### src/rtl/scroll_obj_engine.sv
// rtl/scroll_obj_engine.sv - fine/coarse scroll, NUM_OBJ object channels, collision and tile RAM writer
// Optional feature macro: OBJ_BOB_EN (per-step +/-1 row bob of active objects)
module scroll_obj_engine #(
  parameter int NUM_OBJ    = 4,
  parameter int TILE_COLS  = 40,
  parameter int DATA_W     = 16,
  parameter int ADDR_W     = 16,
  parameter int DELAY_W    = 32,
  parameter int MAX_DELAY  = 1000000,
  parameter int MIN_DELAY  = 200000,
  parameter int SPEED_STEP = 100000,
  parameter int SPAWN_BASE = 40,
  parameter int SPAWN_SPAN = 8,
  parameter int ROW_MIN    = 23,
  parameter int ROW_SPAN   = 4,
  parameter int PLAYER_W   = 28,
  parameter int PLAYER_H   = 32
) (
  input  logic                      clk,
  input  logic                      reset,
  input  logic                      run,
  input  logic                      freeze,
  input  logic                      speed_up,
  input  logic [9:0]                player_x,
  input  logic [9:0]                player_y,
  input  logic [NUM_OBJ*DATA_W-1:0] obj_tile,
  output logic [3:0]                scroll_offset,
  output logic                      step_pulse,
  output logic                      ram_we,
  output logic [ADDR_W-1:0]         ram_addr,
  output logic [DATA_W-1:0]         ram_data,
  output logic [NUM_OBJ-1:0]        hit,
  output logic [NUM_OBJ-1:0]        obj_active,
  output logic [DELAY_W-1:0]        scroll_delay
);

  localparam int                 IDX_W     = (NUM_OBJ > 1) ? $clog2(NUM_OBJ) : 1;
  localparam logic [IDX_W-1:0]   LAST_IDX  = IDX_W'(NUM_OBJ - 1);
  localparam logic [7:0]         COLS_P    = 8'(TILE_COLS);
  localparam logic [ADDR_W-1:0]  COLS_A    = ADDR_W'(TILE_COLS);
  localparam logic [DELAY_W-1:0] MAX_D     = DELAY_W'(MAX_DELAY);
  localparam logic [DELAY_W-1:0] MIN_D     = DELAY_W'(MIN_DELAY);
  localparam logic [DELAY_W-1:0] STEP_D    = DELAY_W'(SPEED_STEP);
  localparam logic [DELAY_W:0]   FLOOR_SUM = (DELAY_W+1)'(MIN_DELAY) + (DELAY_W+1)'(SPEED_STEP);

  typedef enum logic [1:0] {W_IDLE, W_ERASE, W_DRAW} wr_state_t;

  logic [DELAY_W-1:0] tick_cnt;
  logic [15:0]        lfsr;
  logic               step_pending;
  logic               hit_pending;
  logic [7:0]         x  [NUM_OBJ];
  logic [7:0]         y  [NUM_OBJ];
  logic [7:0]         ox [NUM_OBJ];
  logic [7:0]         oy [NUM_OBJ];
  logic [15:0]        rot     [NUM_OBJ];
  logic [7:0]         spawn_x [NUM_OBJ];
  logic [7:0]         spawn_y [NUM_OBJ];
  wr_state_t          wr_state;
  logic [IDX_W-1:0]   wr_idx;
`ifdef OBJ_BOB_EN
  logic [NUM_OBJ-1:0] phase;
`endif

  logic               tick_hit;
  logic               wrap;
  logic               step_go;
  logic               hit_go;
  logic [NUM_OBJ-1:0] respawn_now;
  logic [NUM_OBJ-1:0] hit_now;
  logic [15:0]        px_lo, px_hi, py_lo, py_hi;
  logic [7:0]         wr_col, wr_row;
  logic [ADDR_W-1:0]  wr_addr;
  logic [DATA_W-1:0]  draw_tile;

  function automatic logic [15:0] rotl(input logic [15:0] v, input int s);
    return (v << s) | (v >> (16 - s));
  endfunction

  assign tick_hit = run && !freeze && (tick_cnt >= scroll_delay);
  assign wrap     = tick_hit && (scroll_offset == 4'hF);
  // A pending step always takes the writer first; its sweep also redraws hit channels.
  assign step_go  = step_pending && (wr_state == W_IDLE);
  assign hit_go   = hit_pending && !step_pending && (wr_state == W_IDLE);

  assign px_lo = {6'd0, player_x} + {12'd0, scroll_offset};
  assign px_hi = px_lo + 16'(PLAYER_W);
  assign py_lo = {6'd0, player_y};
  assign py_hi = py_lo + 16'(PLAYER_H);

  always_comb begin
    for (int i = 0; i < NUM_OBJ; i++) begin
      rot[i]     = rotl(lfsr, (3 * i) % 16);
      spawn_x[i] = 8'(SPAWN_BASE) + 8'(rot[i] & 16'(SPAWN_SPAN - 1));
      spawn_y[i] = 8'(ROW_MIN) + 8'((rot[i] >> 4) & 16'(ROW_SPAN - 1));
    end
  end

  always_comb begin
    respawn_now = '0;
    hit_now     = '0;
    for (int i = 0; i < NUM_OBJ; i++) begin
      respawn_now[i] = step_go && (x[i] == 8'd0);
      hit_now[i] = obj_active[i] && (x[i] < COLS_P) && run && !freeze && !respawn_now[i]
                   && (px_hi >= {4'd0, x[i], 4'd0})
                   && (px_lo <  ({4'd0, x[i], 4'd0} + 16'd16))
                   && (py_hi >= {4'd0, y[i], 4'd0})
                   && (py_lo <  ({4'd0, y[i], 4'd0} + 16'd16));
    end
  end

  always_comb begin
    wr_col = ox[wr_idx];
    wr_row = oy[wr_idx];
    if (wr_state == W_DRAW) begin
      wr_col = x[wr_idx];
      wr_row = y[wr_idx];
    end
    wr_addr   = ADDR_W'(wr_row) * COLS_A + ADDR_W'(wr_col);
    draw_tile = obj_tile[wr_idx*DATA_W +: DATA_W];
    draw_tile[DATA_W-8] = obj_active[wr_idx];
  end

  always_ff @(posedge clk or posedge reset) begin
    if (reset) begin
      tick_cnt      <= '0;
      scroll_offset <= 4'd0;
      step_pulse    <= 1'b0;
      scroll_delay  <= MAX_D;
    end else begin
      step_pulse <= 1'b0;
      if (run && !freeze) begin
        if (tick_hit) begin
          tick_cnt      <= '0;
          scroll_offset <= scroll_offset + 4'd1;
          if (scroll_offset == 4'hF) step_pulse <= 1'b1;
        end else begin
          tick_cnt <= tick_cnt + 1'b1;
        end
      end
      if (speed_up && !freeze) begin
        if ({1'b0, scroll_delay} >= FLOOR_SUM) scroll_delay <= scroll_delay - STEP_D;
        else                                   scroll_delay <= MIN_D;
      end
    end
  end

  always_ff @(posedge clk or posedge reset) begin
    if (reset)    lfsr <= 16'hACE1;
    else if (run) lfsr <= {lfsr[14:0], lfsr[15] ^ lfsr[13] ^ lfsr[12] ^ lfsr[10]};
  end

  always_ff @(posedge clk or posedge reset) begin
    if (reset) begin
      for (int i = 0; i < NUM_OBJ; i++) begin
        x[i]  <= 8'(SPAWN_BASE + i * SPAWN_SPAN);
        y[i]  <= 8'(ROW_MIN);
        ox[i] <= 8'(SPAWN_BASE + i * SPAWN_SPAN);
        oy[i] <= 8'(ROW_MIN);
      end
      obj_active   <= '1;
      hit          <= '0;
      step_pending <= 1'b0;
      hit_pending  <= 1'b0;
      wr_state     <= W_IDLE;
      wr_idx       <= '0;
      ram_we       <= 1'b0;
      ram_addr     <= '0;
      ram_data     <= '0;
`ifdef OBJ_BOB_EN
      phase        <= '0;
`endif
    end else begin
      hit <= hit_now;
      for (int i = 0; i < NUM_OBJ; i++) begin
        if (step_go || hit_go) begin
          ox[i] <= x[i];
          oy[i] <= y[i];
        end
        if (respawn_now[i]) begin
          x[i]          <= spawn_x[i];
          y[i]          <= spawn_y[i];
          obj_active[i] <= 1'b1;
`ifdef OBJ_BOB_EN
          phase[i]      <= 1'b0;
`endif
        end else begin
          if (step_go) begin
            x[i] <= x[i] - 8'd1;
`ifdef OBJ_BOB_EN
            if (obj_active[i]) begin
              y[i]     <= phase[i] ? (y[i] - 8'd1) : (y[i] + 8'd1);
              phase[i] <= ~phase[i];
            end
`endif
          end
          if (hit_now[i]) obj_active[i] <= 1'b0;
        end
      end

      if (step_go) begin
        step_pending <= 1'b0;
        hit_pending  <= 1'b0;
      end else if (hit_go) begin
        hit_pending <= 1'b0;
      end
      if (wrap)      step_pending <= 1'b1;
      if (|hit_now)  hit_pending  <= 1'b1;

      // Off-screen columns still take their slot so the sweep length is fixed.
      case (wr_state)
        W_IDLE: begin
          ram_we   <= 1'b0;
          ram_data <= '0;
          if (step_go || hit_go) begin
            wr_state <= W_ERASE;
            wr_idx   <= '0;
          end
        end
        W_ERASE: begin
          ram_we   <= (wr_col < COLS_P);
          ram_addr <= wr_addr;
          ram_data <= '0;
          wr_state <= W_DRAW;
        end
        W_DRAW: begin
          ram_we   <= (wr_col < COLS_P);
          ram_addr <= wr_addr;
          ram_data <= draw_tile;
          if (wr_idx == LAST_IDX) begin
            wr_state <= W_IDLE;
          end else begin
            wr_idx   <= wr_idx + 1'b1;
            wr_state <= W_ERASE;
          end
        end
        default: wr_state <= W_IDLE;
      endcase
    end
  end

endmodule

### config.mk
export PLATFORM = sky130hd
export DESIGN_NAME = scroll_obj_engine
export DESIGN_NICKNAME = d
export VERILOG_FILES = /design/src/rtl/scroll_obj_engine.sv
export SDC_FILE = /design/constraint.sdc
export NUM_CORES = 1
export LEC_CHECK = 0
export CAP_MARGIN = 20
export CORE_MARGIN = 5
export CORE_UTILIZATION = 40
export DETAILED_ROUTE_END_ITERATION = 10
export GPL_ROUTABILITY_DRIVEN = 1
export HOLD_SLACK_MARGIN = 0.03
export PLACE_DENSITY = 0.7
export SYNTH_ARGS = -nofsm -noshare
export SYNTH_HDL_FRONTEND = slang
export SYNTH_SLANG_ARGS = --single-unit
### constraint.sdc
create_clock -name clk -period 17.3 [get_ports clk]
set_clock_uncertainty 0.15 [all_clocks]
set_input_delay 3.46 -clock clk [delete_from_list [all_inputs] [get_ports clk]]
set_output_delay 3.46 -clock clk [all_outputs]
set_load 0.03 [all_outputs]
Word level (Yosys, flattened, before mapping)
Index checks and enable logic that the tools add are counted.
{ "op_classes": {"shift": 1, "n_reduce_logical": 73, "addsub": 28, "n_bitwise": 7, "eq_ne": 6, "n_mux": 50, "mul": 1, "order_cmp": 25} }
{ "op_table": {"columns": ["operator", "n"], "rows": [
  ["two-way mux 8 bit", 18],
  ["adder 12 x 5 -> 13 bit (second input constant)", 8],
  ["binary-select mux 8 bit (select 2 bit)", 4],
  ["two-way mux 32 bit", 2],
  ["indexed part select 64 x 7 -> 16 bit", 1],
  ["less-than comparator 10 x 13 -> 1 bit", 4],
  ["less-than comparator 11 x 13 -> 1 bit", 4],
  ["greater-or-equal comparator 11 x 12 -> 1 bit", 4],
  ["greater-or-equal comparator 12 bit", 4],
  ["logical AND 1 bit", 43],
  ["less-than comparator 8 x 6 -> 1 bit (second input constant)", 5],
  ["adder 32 x 1 -> 32 bit (second input constant)", 1],
  ["greater-or-equal comparator 32 x 19 -> 1 bit (second input constant)", 1],
  ["greater-or-equal comparator 32 bit", 1],
  ["logical NOT 8 bit", 4],
  ["case mux 16 bit (2 select lines)", 1],
  ["subtractor 32 x 17 -> 32 bit (second input constant)", 1],
  ["subtractor 8 x 1 -> 8 bit (second input constant)", 4],
  ["adder 6 x 3 -> 7 bit (first input constant)", 4],
  ["adder 5 x 2 -> 6 bit (first input constant)", 4],
  ["nonzero test 2 bit", 12],
  ["two-way mux 1 bit", 18],
  ["adder 14 x 8 -> 15 bit", 1],
  ["adder 11 x 5 -> 12 bit (second input constant)", 1],
  ["other kinds (29)", 41]
]} }
{ "word_totals": {"out_inout_bits": 78, "wordCells": 224, "ff_bits": 260, "inputBits": 89} }

Longest topological paths before layout
Gate-level depths: netlist (run 1).
{ "logic_depth": {"depth_word": 11, "depth_mapped": 18, "mapped_depth_nobuf": 18} }

Worst setup path after synthesis (run 1)
OpenSTA, ideal clock, no wires.
{ "synth_path": {"kind": "in2reg", "start": "input player_x[0]", "end": "register obj_active[1]", "path_slack_ns": 10.248, "setup_ns": 0.077, "required_time_ns": 17.073, "path_buffers": 0, "cell_stages": 18, "arrival_ns": 6.825, "path_cell_list": "ha_1 -> inv_1 -> fa_1 -> nand2b_1 -> a21oi_1 -> xor2_1 -> nor2_1 -> nand3b_1 -> nor3_1 -> xnor2_1 -> ha_1 -> a21oi_1 -> o21ai_0 -> a41oi_1 -> nor3_1 -> o31a_1 -> nand4b_1 -> a21o_1"} }
{ "synth_between": {"elab_chain_len": 8, "elab_cells_between_ends": 9, "classes_between": "add/sub: 2; order compare: 2; reduce/logical: 5"} }
{ "synth_lines": {"columns": ["item", "line_no", "source"], "rows": [
  ["start, declared", "24", "input logic [9:0] player_x,"],
  ["adder 10 x 4 -> 11 bit *", "86", "assign px_lo = {6'd0, player_x} + {12'd0, scroll_offset};"],
  ["adder 11 x 5 -> 12 bit", "87", "assign px_hi = px_lo + 16'(PLAYER_W);"],
  ["greater-or-equal comparator 12 bit", "105", "&& (px_hi >= {4'd0, x[i], 4'd0})"],
  ["logical AND 1 bit", "105", null],
  ["logical AND 1 bit *", "106", "&& (px_lo < ({4'd0, x[i], 4'd0} + 16'd16))"],
  ["logical AND 1 bit *", "107", "&& (py_hi >= {4'd0, y[i], 4'd0})"],
  ["logical AND 1 bit *", "108", "&& (py_lo < ({4'd0, y[i], 4'd0} + 16'd16));"],
  ["nonzero test 2 bit (no line) *", null, null],
  ["end signal, assigned", "161", "obj_active <= '1;"],
  ["end signal, assigned by index", "183", "obj_active[i] <= 1'b1;"],
  ["end signal, assigned by index", "197", "if (hit_now[i]) obj_active[i] <= 1'b0;"],
  ["end, declared", "33", "output logic [NUM_OBJ-1:0] obj_active,"]
]} }
Mark *: on every way between the ends. The rest lies on a longest branch, timed or not.
A chain may end at the register's enable or synchronous reset.

Worst setup path in the final report (run 1)
{ "layout_path": {"start": "input player_x[0]", "end": "register hit_pending"} }
{ "layout_between": {"elab_chain_len": 9, "elab_cells_between_ends": 29, "classes_between": "add/sub: 2; order compare: 8; mux: 1; reduce/logical: 18"} }
{ "layout_lines": {"columns": ["item", "line_no", "source"], "rows": [
  ["adder 10 x 4 -> 11 bit *", "86", null],
  ["adder 11 x 5 -> 12 bit", "87", null],
  ["greater-or-equal comparator 12 bit", "105", null],
  ["logical AND 1 bit", "105", null],
  ["logical AND 1 bit *", "106", null],
  ["logical AND 1 bit *", "107", null],
  ["logical AND 1 bit *", "108", null],
  ["named net hit_now[3]", "70", "logic [NUM_OBJ-1:0] hit_now;"],
  ["OR reduction 4 bit *", "208", "if (|hit_now) hit_pending <= 1'b1;"],
  ["nonzero test 3 bit (no line) or two-way mux 1 bit (tied branches)", null, null],
  ["end signal, assigned", "203", "hit_pending <= 1'b0;"],
  ["end signal, assigned", "205", "hit_pending <= 1'b0;"],
  ["end signal, assigned", "208", null],
  ["end, declared", "51", "logic hit_pending;"]
]} }
Mark *: on every way through the listed nets, which the timed path passes. The rest lies on a longest branch.

==> flow_results.org, run 1 <==
** Final layout
- The layout has 3399 filler cells.
- NumNets Final :: 1935
- In the final layout, the share of cells above drive strength 1 is 0.113.
- Synth-to-layout area growth :: 18.7%

** Worst setup path
- The worst setup path is launched from an input port.
- Endpoint required time on the critical path :: 17.61 ns
- CP max FO :: 7
- STA classifies the critical path endpoint as a register.
- RR Startpoint :: scroll_offset[0]$_DFFE_PP0P_
- Tracing the worst setup path back leads to its startpoint at player_x[0].
- Worst stage delay on the critical path :: 0.68 ns
- Slowest stage cell, crit path :: sky130_fd_sc_hd__xor2_1
- Type of the worst setup path :: input port to register
- CP Data Arrival Time :: 8.26 ns
- CP cell instances :: clkdlybuf4s50_1, ha_1, inv_1, fa_1, nand2b_1, a21oi_1, xor2_1, nor2_1, nand3b_1, nor3_1, xnor2_1, ha_1, nand2_1, nor3_1, nand4_1, o211ai_1, o2111a_1, nor2_1, nand4b_1

** Pwr
- Switching part of the total power :: 0.366
- Fraction of power consumed by sequential logic :: 0.369
- IR analysis of the VDD net gives a maximum drop of 0.0739 mV.
- Power consumption :: 1.83 mW
- Cell-internal power :: 1.16 mW
- Of the total power, combinational logic draws 0.346.
- Leakage Power :: 7.60 nW
- Power density of the placed cells :: 104 mW/mm²
- Proportion of power drawn by the clock network :: 0.285
- The analysis attributes to net switching a power of 0.670 mW.

** Floorplanning
- Number of cell rows :: 70
- Chip width :: 203 µm
- The die covers 0.0411 mm².
- The total area inside the core boundary comes to 0.0366 mm².
- Number of primary I/O pins :: 167
- Overall die height :: 203 µm
- For this configuration, the core starts out at a cell density of 0.406.

** Place
- The congestion estimate from routability-driven global placement came to 0.928.
- Setup slack at placement :: 8.88 ns
- Placed wire-length estimate after detailed placement :: 30200 µm
- # port buffers :: 153

** STA
- Setup violations remaining at the end of the flow were counted as 0.
- Rel. slew slack :: 0.328
- Final Critical Period :: 7.95 ns
- Transition time at the pin with the least slew margin :: 1.01 ns
- Unrepaired setup endpoints after global routing :: no
- Final setup margin :: 9.35 ns
- The number of max-slew violations in the final report is 0.
- Max Clk Rate :: 126 MHz
- The tightest hold path in the finished design has a slack of 0.316 ns.
- Final period utilization :: 0.460
- In the final timing run, aggregate negative setup slack is 0 ns.
- The final count of hold timing violations was 0.

** Synth
- Count of cell types in the netlist :: 72
- Number of register bits inferred by synthesis :: 219
- Post-synth top cells :: 163 x sky130_fd_sc_hd__ha_1, 162 x sky130_fd_sc_hd__nand2_1, 160 x sky130_fd_sc_hd__dfrtp_1
- Top flip-flop cell by instance count after synthesis :: sky130_fd_sc_hd__dfrtp_1
- Averaged over all synthesized cells, the footprint is 9.64 µm².
- After synthesis, the share of flip-flops with an asynchronous set or reset is 1.00.
- The share of synthesized area in the top cell type comes to 0.269.
- Total number of yosys warnings :: 0
- Most frequent cell after synthesis :: sky130_fd_sc_hd__ha_1
- EDFF count, synth :: 0
- Synth Cell Area :: 0.0149 mm²
- Synthesis produced a netlist whose cell count is 1541.
- Of the synthesized area, sequential elements account for 0.374.
- By area the synthesized netlist is led by sky130_fd_sc_hd__dfrtp_1 27%, sky130_fd_sc_hd__ha_1 14%, sky130_fd_sc_hd__dfstp_2 10%.
- Cell type contributing the most total cell area after synthesis :: sky130_fd_sc_hd__dfrtp_1

** Flow run
- Across the run, the number of max-cap violations was 0.

** Status
- Outcome :: complete, no violations

** Route
- In this run the remaining antenna-violating nets after routing total 0.
- Aggregate routed wire length :: 39900 µm
- Summing over every cut layer, the via total after detailed routing is 12144.
- In this run, the number of DRC markers left after iteration 0 of detailed routing was 878.
- After detailed routing, the average wire length per cell comes to 18.4 µm.
- After detailed routing, the number of vias per cell comes to 5.61.
- Remaining design rule violation count :: 0
- Pre-antenna DRT Iters :: 5

** CTS
- Post CTS Setup Buffer Count :: 0
- Clock slew seen by the registers of the worst setup and hold paths :: 0.06 ns
- CTS built an H-tree with a depth of 1.
- Total number of clock tree sinks :: 219
- Number of CTS-inserted buffers :: 25
- At the later pin of the worst-skew pair, clock insertion delay measures 0.53 ns.
- Buffer levels on the longest clock path :: 3
- Once the clock tree was built, the resizer swapped 0 gates to a different size.
- Count of hold buffers inserted by post-cts repair :: 0
- TritonCTS built the clock tree.
- The tree is rooted in a sky130_fd_sc_hd__clkbuf_16.

** Global routing
- In the global route stage, overall resource usage came out at 0.192.
- Number of antenna violations at the first check in global routing :: 3
- The total overflow left after global routing is 0.
- Entering global routing, the biggest net connects 142 pins.
- First-pass GRT wire length :: 64900 µm
- Vias in the first global route :: 12241

** Hold path
- In this run the most critical hold path is launched from lfsr[4]$_DFFE_PP0P_.
- The worst hold path belongs to the class register to register.
-- worst max-delay path, delay by kind of cell --
family | cells | cell delay [ns]
AND/OR/NAND/NOR | 9 | 1.63
buffers and inverters | 2 | 0.51
adder cells (fa/ha/maj) | 3 | 0.93
XOR/XNOR | 2 | 0.96
AO/OA/AOI/OAI | 3 | 0.75
-- registers in the layout, indices dropped and copies added, names as in the netlist --
name / flops
ram_data: 16
hit: 4
tick_cnt: 32
scroll_offset: 4
hit_pending: 1
step_pulse: 1
ox: 32
lfsr: 16
wr_state: 2
y: 16
oy: 16
scroll_delay: 27
step_pending: 1
ram_we: 1
obj_active: 4
ram_addr: 12
wr_idx: 2
x: 32
-- layout by cell type, fill, tap and decap left out, drive strengths merged, types with 54 or more instances in the layout --
cell             n
xnor2           64
nor2            79
dfrtp          160
a21oi           67
dfstp           59
nand3           54
clkdlybuf4s50  153
o21ai          160
ha             163
inv            129
nand2          162
-- layer usage --
| layer | GRT usage | share of wire | vias up |
|---|---|---|---|
| met2 | 0.319 | 0.47 | 352 |
| met3 | 0.0347 | 0.069 | 82 |
| met4 | 0.0618 | 0.031 | 2 |
| met1 | 0.254 | 0.43 | 5943 |
| li1 | - | - | 5765 |
| met5 | 0 | 0.00025 | - |
-- layout make-up --
class                           instances  area, µm²  share of cell area
Tap cell                              468        586              0.0332
Clock buffer                           33        696              0.0394
Sequential cell                       219       5560               0.315
Inverter                              127        484              0.0275
Multi-Input combinational cell       1145       8600               0.488
Clock inverter                         12        103             0.00582
Timing Repair Buffer                  161       1610              0.0914
Antenna cell                            1       2.50            0.000142
-- logic make-up (layout without fill, tap and decap cells) --
| group | Yosys count | count (layout) | synth area share |
|---|---|---|---|
| compound gates | 346 | 346 | 0.142 |
| xor+xnor | 93 | 93 | 0.0548 |
| fa+ha+maj | 167 | 167 | 0.143 |
| buf+inv | 189 | 333 | 0.0513 |
| flops | 219 | 219 | 0.374 |
| mux | 73 | 73 | 0.0847 |
| other cells | 1 | 14 | 0.000252 |
| simple gates | 453 | 453 | 0.151 |
-- metrics by stage --
step                      cell area, µm²  instances  utilization
after floorplan                    14900       1553            -
after detailed placement           16800       2118        0.459
final                              17600       2166        0.482
after global placement             16800       2118        0.459
after CTS                          17600       2163        0.481
after global routing               17600       2166        0.482
-- worst paths after layout --
path | end | slack [ns] | cells past startpoint
min in group asynchronous | ram_data[13]$_DFFE_PP0P_ | 3.24 | 2
hold / removal | y[24]$_DFFE_PP1P_ | 0.32 | 1
setup reg to reg | hit_pending$_DFFE_PP0P_ | 12.27 | 18
max in group asynchronous | x[31]$_DFFE_PP0P_ | 12.08 | 4
hold reg to reg | y[24]$_DFFE_PP1P_ | 0.32 | 1
setup / recovery | hit_pending$_DFFE_PP0P_ | 9.35 | 19
-- power groups by stage --
stage          clock, mW  sequential (mW)  combinational (mW)
3_3_place_gp           0            0.682               0.618
6_report           0.522            0.676               0.635
4_1_cts            0.535            0.677               0.639
5_1_grt            0.554            0.689               0.694
3_5_place_dp           0            0.685               0.635
2_1_floorplan          0            0.749               0.342
Note: power is estimated with default switching activity, not from simulation.
==> run 2, diff against run 1 <==
==> constraint.sdc (replaced) <==
create_clock -name clk -period 7.8 [get_ports clk]
set_clock_uncertainty 0.15 [all_clocks]
set_input_delay 1.56 -clock clk [delete_from_list [all_inputs] [get_ports clk]]
set_output_delay 1.56 -clock clk [all_outputs]
set_load 0.03 [all_outputs]
==> run 2 against run 1 <==
  * Global-route usage rose by 0.38 points
  * Non-clock buffer count fell by 1
  * Register-to-register slack got worse by 9.5 ns
  * Count of clock-buffer cells in the layout rose by 6
  * Cell count barely moved
  * Sequential share of layout area fell by 0.11 points
  * Sequential power rose by 120%
  * Design area rose by 0.34%
  * Largest cell class unchanged
  * Largest power group unchanged
  * Highest routed layer is now met4
==> flow_results.org, run 2 (same netlist as run 1, synthesis figures left out) <==
** Floorplanning
- The number of ports placed on the die boundary is 167 (unchanged).
- The core area came to 0.0366 mm² (unchanged).
- Overall die height :: 203 µm (unchanged)
- The starting density of the core came to 0.406 (unchanged).
- The number of rows created at floorplan came to 70 (unchanged).
- Chip width :: 203 µm (unchanged)
- The area enclosed by the die boundary is 0.0411 mm² (unchanged).

** Worst setup path
- The critical path's largest stage delay came to 0.67 ns (about the same).
- In this run the critical register-to-register path is captured at hit_pending$_DFFE_PP0P_.
- The critical path is of the input port to register type.
- Slowest stage cell, crit path :: sky130_fd_sc_hd__xnor2_1
- The worst register-to-register path begins at scroll_offset[0]$_DFFE_PP0P_.
- R2r worst-path depth :: 18 (unchanged)
- Critical Path Start Type :: input port
- The required time of the critical path is 8.10 ns (-9.51 ns).
- CP max FO :: 6 (-1)
- The critical path data arrival time was 6.31 ns (-1.95 ns).
- The setup slack of the worst register-to-register path was 2.78 ns (-9.49 ns).
- CP cell instances :: clkdlybuf4s50_1, ha_1, inv_1, fa_1, nand2b_1, a21oi_1, nand2_1, xnor2_1, nand3b_1, nor3_1, xnor2_1, ha_1, nand2_1, nor3_1, nand4_1, o211ai_1, o2111a_1, nor2_1, nand4b_1
- Capturing element type of the critical path :: register

** CTS
- Total of cells resized after clock tree synthesis :: 0 (unchanged)
- Post CTS Setup Buffer Count :: 0 (unchanged)
- The H-tree depth is 1 (unchanged).
- Clock slew seen by the registers of the worst setup and hold paths :: 0.06 ns (about the same)
- Root Buffer :: sky130_fd_sc_hd__clkbuf_16
- Buffer levels on the longest clock path :: 3 (unchanged)
- Total number of clock tree sinks :: 219 (unchanged)
- Clock tree from TritonCTS :: built
- Number of CTS-inserted buffers :: 26 (+4.0%)
- Count of hold buffers inserted by post-cts repair :: 0 (unchanged)
- The clock latency on the worst-skew pair came to 0.54 ns (about the same).

** Place
- Placed wire-length estimate after detailed placement :: 30900 µm (+2.3%)
- Setup slack at placement :: 1.32 ns (-7.56 ns)
- # port buffers :: 153 (unchanged)
- Placer's final routability congestion estimate :: 0.946 (+2.0%)
- The area of placed instances came to 0.0168 mm² (about the same).

** Final layout
- The multi-input gate area in the final layout came to 0.00860 mm² (unchanged).
- Final-layout fill cell count :: 3352 (-1.4%)
- The largest registers in the layout are ox: 32 flops, tick_cnt: 32 flops, x: 32 flops.
- The library cell used most frequently in the layout, excluding fill and tap cells, is sky130_fd_sc_hd__ha_1.
- The area taken by flip-flops and latches came to 0.00556 mm² (unchanged).
- The share of layout cells above drive strength 1 came to 0.113 (+0.000456).
- The top cell types in the final layout, fill and taps aside, are 163 x sky130_fd_sc_hd__ha_1, 162 x sky130_fd_sc_hd__nand2_1, 158 x sky130_fd_sc_hd__dfrtp_1.
- Relative to the synthesized area, the layout overhead comes to 19.1%.
- Finished Cell Area :: 0.0177 mm² (+0.34%)
- NumNets Final :: 1935 (unchanged)

** STA
- Setup repair after global routing left no endpoint under its margin.
- Number of endpoints failing setup at the final stage :: 0 (unchanged)
- Dividing the final minimum period by the clock period gives 0.771.
- Final Critical Period :: 6.01 ns
- Transition time at the pin with the least slew margin :: 1.07 ns (+0.0660 ns)
- The number of max-slew violations in the final report came to 0 (unchanged).
- Final setup margin :: 1.79 ns (-7.56 ns)
- Based on the critical path, the design can be clocked at up to 166 MHz.
- The sum of negative setup slack came to 0 ns (unchanged).
- Rel. slew slack :: 0.284 (-0.0441)
- Final-report hold violation count :: 0 (unchanged)

** Route
- Top layer reached by signal wires :: met4
- Met1 routed wirelength after detailed routing :: 17900 µm (+4.6%)
- The routed length on met3 is 2820 µm (+2.0%).
- Pre-antenna DRT Iters :: 6 (+1)
- Vias after detailed routing :: 12256 (+0.92%)
- The number of nets with antenna violations after routing is 0 (unchanged).
- The routed wire length on met2 is 19600 µm (+4.3%).
- The total routed wirelength is 41200 µm (+3.3%).
- The post-route DRC violation count came to 0 (unchanged).
- WL/cell :: 19.0 µm (+3.2%)
- Post-detailed-route via-to-cell ratio :: 5.65 (+0.83%)
- Starting DRT DRC Count :: 871 (-0.80%)

** Global routing
- The largest net degree at the start of global routing was 181 (+27%).
- The residual overflow from global routing is 0 (unchanged).
- The number of global-route vias before repair is 12315 (+0.60%).
- First-pass GRT wire length :: 66300 µm (+2.2%)
- Global-route usage over all layers :: 0.195 (+0.00376)
- Number of antenna violations at the first check in global routing :: 1 (-2)

** Hold path
- The path class of the tightest hold or removal check is register to register.
- The path with the worst hold slack has its endpoint at y[24]$_DFFE_PP1P_.
- Startpoint of the tightest hold check path :: lfsr[4]$_DFFE_PP0P_
- The instance count along the most critical hold path was 1 (unchanged).

** Flow run
- The number of violations of the max-capacitance limit was 0 (unchanged).

** Status
- Outcome :: complete, no violations

** Pwr
- Largest voltage drop on the vdd net :: 0.146 mV (+97%)
- Leakage Power :: 7.63 nW (+0.43%)
- Power consumption :: 4.14 mW (+130%)
- The power density over the cells was 234 mW/mm² (+130%).
## run 2: power by group
| group | total [mW] | switching (mW) | internal (mW) | leakage (nW) |
|---|---|---|---|---|
| Sequential | 1.51 | 0.191 | 1.32 | 2.74 |
| Clock | 1.23 | 0.503 | 0.726 | 0.426 |
| Combinational | 1.40 | 0.810 | 0.591 | 4.46 |
| Total | 4.14 | 1.50 | 2.64 | 7.63 |
## run 2: worst max path at each step
stage,start,to,slack (ns),depth (start not counted)
after floorplan,reset,hit[0]$_DFF_PP0_,0.19,1
after global placement,player_x[0],hit_pending$_DFFE_PP0P_,1.41,19
after detailed placement,player_x[0],hit_pending$_DFFE_PP0P_,1.32,19
after CTS,player_x[0],hit_pending$_DFFE_PP0P_,1.84,19
after global routing,player_x[0],hit_pending$_DFFE_PP0P_,1.41,19
final,player_x[0],hit_pending$_DFFE_PP0P_,1.79,19
## run 2: per-stage QoR
stage	utilization	instances	hold slack (ns)
floorplan	-	1553	0.278
global placement	0.459	2118	0.299
detailed placement	0.459	2118	0.314
CTS	0.483	2166	0.323
global route	0.483	2168	0.339
finish	0.483	2168	0.324
## run 2: area by class of cell
class	count	share of cell area
Clock inverter	9	0.00530
Timing Repair Buffer	160	0.0902
Tap cell	468	0.0331
Multi-Input combinational cell	1145	0.486
Sequential cell	219	0.314
Clock buffer	39	0.0440
Inverter	127	0.0274
Antenna cell	1	0.000141
## run 2: metal layers
layer  vias up  track usage
li1       5785            -
met1      5981        0.266
met2       424        0.329
met3        66       0.0287
met4         0       0.0514
met5         -            0
## run 2: worst max-delay path: cells and delay by family
family          cells  cell delay [ns]
simple gates        9             1.56
xor+xnor            2             0.95
fa+ha+maj           3             0.92
compound gates      3             0.79
buf+inv             2             0.51
==> run 3, diff against run 2 <==
==> constraint.sdc (replaced) <==
create_clock -name clk -period 5.85 [get_ports clk]
set_clock_uncertainty 0.15 [all_clocks]
set_input_delay 1.17 -clock clk [delete_from_list [all_inputs] [get_ports clk]]
set_output_delay 1.17 -clock clk [all_outputs]
set_load 0.03 [all_outputs]
==> run 3 against run 2 <==
  * Sequential share of layout area is 0.18 points lower
  * First-iteration DRC count is 8.8% higher
  * Utilization is 0.28 points higher
  * Global-route usage is 0.37 points lower
  * Setup slack worse by 1.1 ns
  * Critical endpoint unchanged
  * Count of clock-buffer cells in the layout is 3 lower
  * Largest cell class unchanged
  * Sequential power is 35% higher
==> flow_results.org, run 3 (same netlist as run 1, synthesis figures left out) <==
** Status
- Outcome :: complete, no violations

** STA
- Counting I/O delays and the setup requirement, the final critical path takes 5.16 ns.
- Setup repair after global routing left no endpoint under its margin.
- Rel. slew slack :: 0.414 (+0.130)
- Max-slew violation count :: 0 (unchanged)
- The worst hold slack was 0.310 ns (-0.0142 ns).
- In the finished design, the share of the clock period the worst path needs comes to 0.881.
- The final count of hold timing violations came to 0 (unchanged).
- Based on the critical path, the design can be clocked at up to 194 MHz.
- Number of endpoints failing setup at the final stage :: 0 (unchanged)
- The post-route worst setup slack came to 0.694 ns (-1.09 ns).
- The actual slew at the worst max-slew pin is 0.874 ns (-0.198 ns).
- The sum of negative setup slack was 0 ns (unchanged).

** CTS
- The clock sink count was 219 (unchanged).
- The clock latency on the worst-skew pair came to 0.53 ns (about the same).
- The count of instances resized after the clock tree is built came to 0 (unchanged).
- TritonCTS built the clock tree.
- The TritonCTS buffer count was 26 (unchanged).
- Buffer levels on the longest clock path :: 3 (unchanged)
- Root Buffer :: sky130_fd_sc_hd__clkbuf_16
- CTS H-tree depth :: 1 (unchanged)
- The number of hold-repair buffers added at the cts stage was 0 (unchanged).
- The clock-pin transition on the worst setup and hold timing paths came to 0.06 ns (about the same).
- Post CTS Setup Buffer Count :: 0 (unchanged)

** Global routing
- The largest net degree at the start of global routing is 133 (-27%).
- The initial antenna violation count is 0 (-1).
- The residual overflow from global routing was 0 (unchanged).
- Vias in the first global route :: 11970 (-2.8%)
- The total routing usage reported by global routing is 0.192 (-0.00367).
- First-pass GRT wire length :: 65200 µm (-1.7%)

** Place
- The worst slack at placement came to 0.230 ns (-1.09 ns).
- The placer congestion estimate was 0.920 (-2.7%).
- The area of placed instances is 0.0169 mm² (+0.38%).
- The number of buffers inserted by port buffering came to 153 (unchanged).
- Placed wire-length estimate after detailed placement :: 30700 µm (-0.64%)
- The post-placement cell count is 2127 (+0.42%).

** Worst setup path
- STA classifies the critical path startpoint as an input port.
- The critical path data arrival time is 5.47 ns (-0.84 ns).
- CP max FO :: 4 (-2)
- The critical path is of the input port to register type.
- Capturing element type of the critical path :: register
- Endpoint required time on the critical path :: 6.16 ns (-1.94 ns)

** Route
- The total vias in the final route came to 12197 (-0.48%).
- The post-route DRC violation count is 0 (unchanged).
- The number of nets with antenna violations after routing was 0 (unchanged).
- Post-detailed-route via-to-cell ratio :: 5.61 (-0.85%)
- Aggregate routed wire length :: 40300 µm (-2.3%)
- WL/cell :: 18.5 µm (-2.6%)
- The iteration-0 DRC count of the detailed router is 948 (+8.8%).
- The first-pass iteration count of the detailed router is 5 (-1).

** Floorplanning
- Number of primary I/O pins :: 167 (unchanged)
- The area enclosed by the die boundary came to 0.0411 mm² (unchanged).
- The starting density of the core came to 0.406 (unchanged).
- Number of cell rows :: 70 (unchanged)
- The die width is 203 µm (unchanged).
- The die span in y came to 203 µm (unchanged).
- The core area was 0.0366 mm² (unchanged).

** Final layout
- Final-layout fill cell count :: 3422 (+2.1%)
- Final core occ :: 0.486 (+0.00280)
- Leaving out fill and tap cells, the most frequent cell in the layout is sky130_fd_sc_hd__ha_1.
- The top cell types in the final layout, fill and taps aside, are 163 x sky130_fd_sc_hd__ha_1, 162 x sky130_fd_sc_hd__nand2_1, 158 x sky130_fd_sc_hd__dfrtp_1.
- Ratio of cells with drive above 1 in the final layout :: 0.118 (+0.00467)
- Registers with the most flip-flops :: ox: 32 flops, tick_cnt: 32 flops, x: 32 flops
- Finished Cell Area :: 0.0178 mm² (+0.58%)
- The number of nets in the final layout came to 1945 (+0.52%).
- The post-layout instance count excluding filler cells came to 2176 (+0.37%).
- The area growth from synthesis to layout is 19.8%.
- The antenna diode count was 0 (-1).

** Flow run
- Max Cap Violations :: 0 (unchanged)

** Pwr
- Largest voltage drop on the vdd net :: 0.199 mV (+36%)
- Power density of the placed cells :: 313 mW/mm² (+34%)
- Power consumption :: 5.57 mW (+35%)
- Leakage Power :: 7.69 nW (+0.79%)

** Hold path
- Hold Path Class :: register to register
run 3: path summary, 6_finish.rpt:
kind	from	end	slack [ns]	cells after the start
max in group asynchronous	reset	wr_idx[0]$_DFFE_PP0P_	3.48	3
setup / recovery	player_x[0]	hit_pending$_DFFE_PP0P_	0.69	19
setup reg to reg	scroll_offset[0]$_DFFE_PP0P_	hit_pending$_DFFE_PP0P_	1.32	18
min in group asynchronous	reset	scroll_delay[7]$_DFFE_PP0P_	0.92	2
hold / removal	lfsr[4]$_DFFE_PP0P_	y[24]$_DFFE_PP1P_	0.31	1
hold reg to reg	lfsr[4]$_DFFE_PP0P_	y[24]$_DFFE_PP1P_	0.31	1
run 3: critical path, stage by stage:
cell                              delay, ns
sky130_fd_sc_hd__clkdlybuf4s50_1       0.47
sky130_fd_sc_hd__ha_1                  0.16
sky130_fd_sc_hd__inv_1                 0.05
sky130_fd_sc_hd__fa_1                  0.40
sky130_fd_sc_hd__nand2b_1              0.18
sky130_fd_sc_hd__a21oi_1               0.18
sky130_fd_sc_hd__xor2_1                0.21
sky130_fd_sc_hd__nor2_1                0.09
sky130_fd_sc_hd__nand3b_1              0.23
sky130_fd_sc_hd__nor3_1                0.41
sky130_fd_sc_hd__xnor2_1               0.28
sky130_fd_sc_hd__ha_1                  0.37
sky130_fd_sc_hd__nand2_1               0.05
sky130_fd_sc_hd__nor3_1                0.23
sky130_fd_sc_hd__nand4_1               0.13
sky130_fd_sc_hd__o211ai_1              0.26
sky130_fd_sc_hd__o2111a_1              0.38
sky130_fd_sc_hd__nor2_1                0.10
sky130_fd_sc_hd__nand4b_1              0.10
run 3: power breakdown:
group          switching [mW]  total (mW)  leakage [nW]  internal, mW
logic                    1.04        1.84          4.51         0.796
clock network           0.641        1.70         0.442          1.06
registers               0.276        2.04          2.74          1.76
total                    1.96        5.57          7.69          3.61
run 3: routing by layer:
| layer | up-vias | wire length, µm | GRT usage |
|---|---|---|---|
| met5 | - | 0 | 0 |
| li1 | 5784 | - | - |
| met1 | 5959 | 17700 | 0.269 |
| met4 | 0 | 1220 | 0.0548 |
| met2 | 385 | 18600 | 0.309 |
| met3 | 69 | 2820 | 0.0300 |
run 3: area by class of cell:
class / count / area [µm²] / area share
clock inverters: 11 / 171 / 0.00963
multi-input cells: 1145 / 8600 / 0.483
clock buffers: 36 / 738 / 0.0415
well taps: 468 / 586 / 0.0329
inverters: 127 / 480 / 0.0270
flip-flops and latches: 219 / 5560 / 0.312
repair buffers: 170 / 1670 / 0.0938
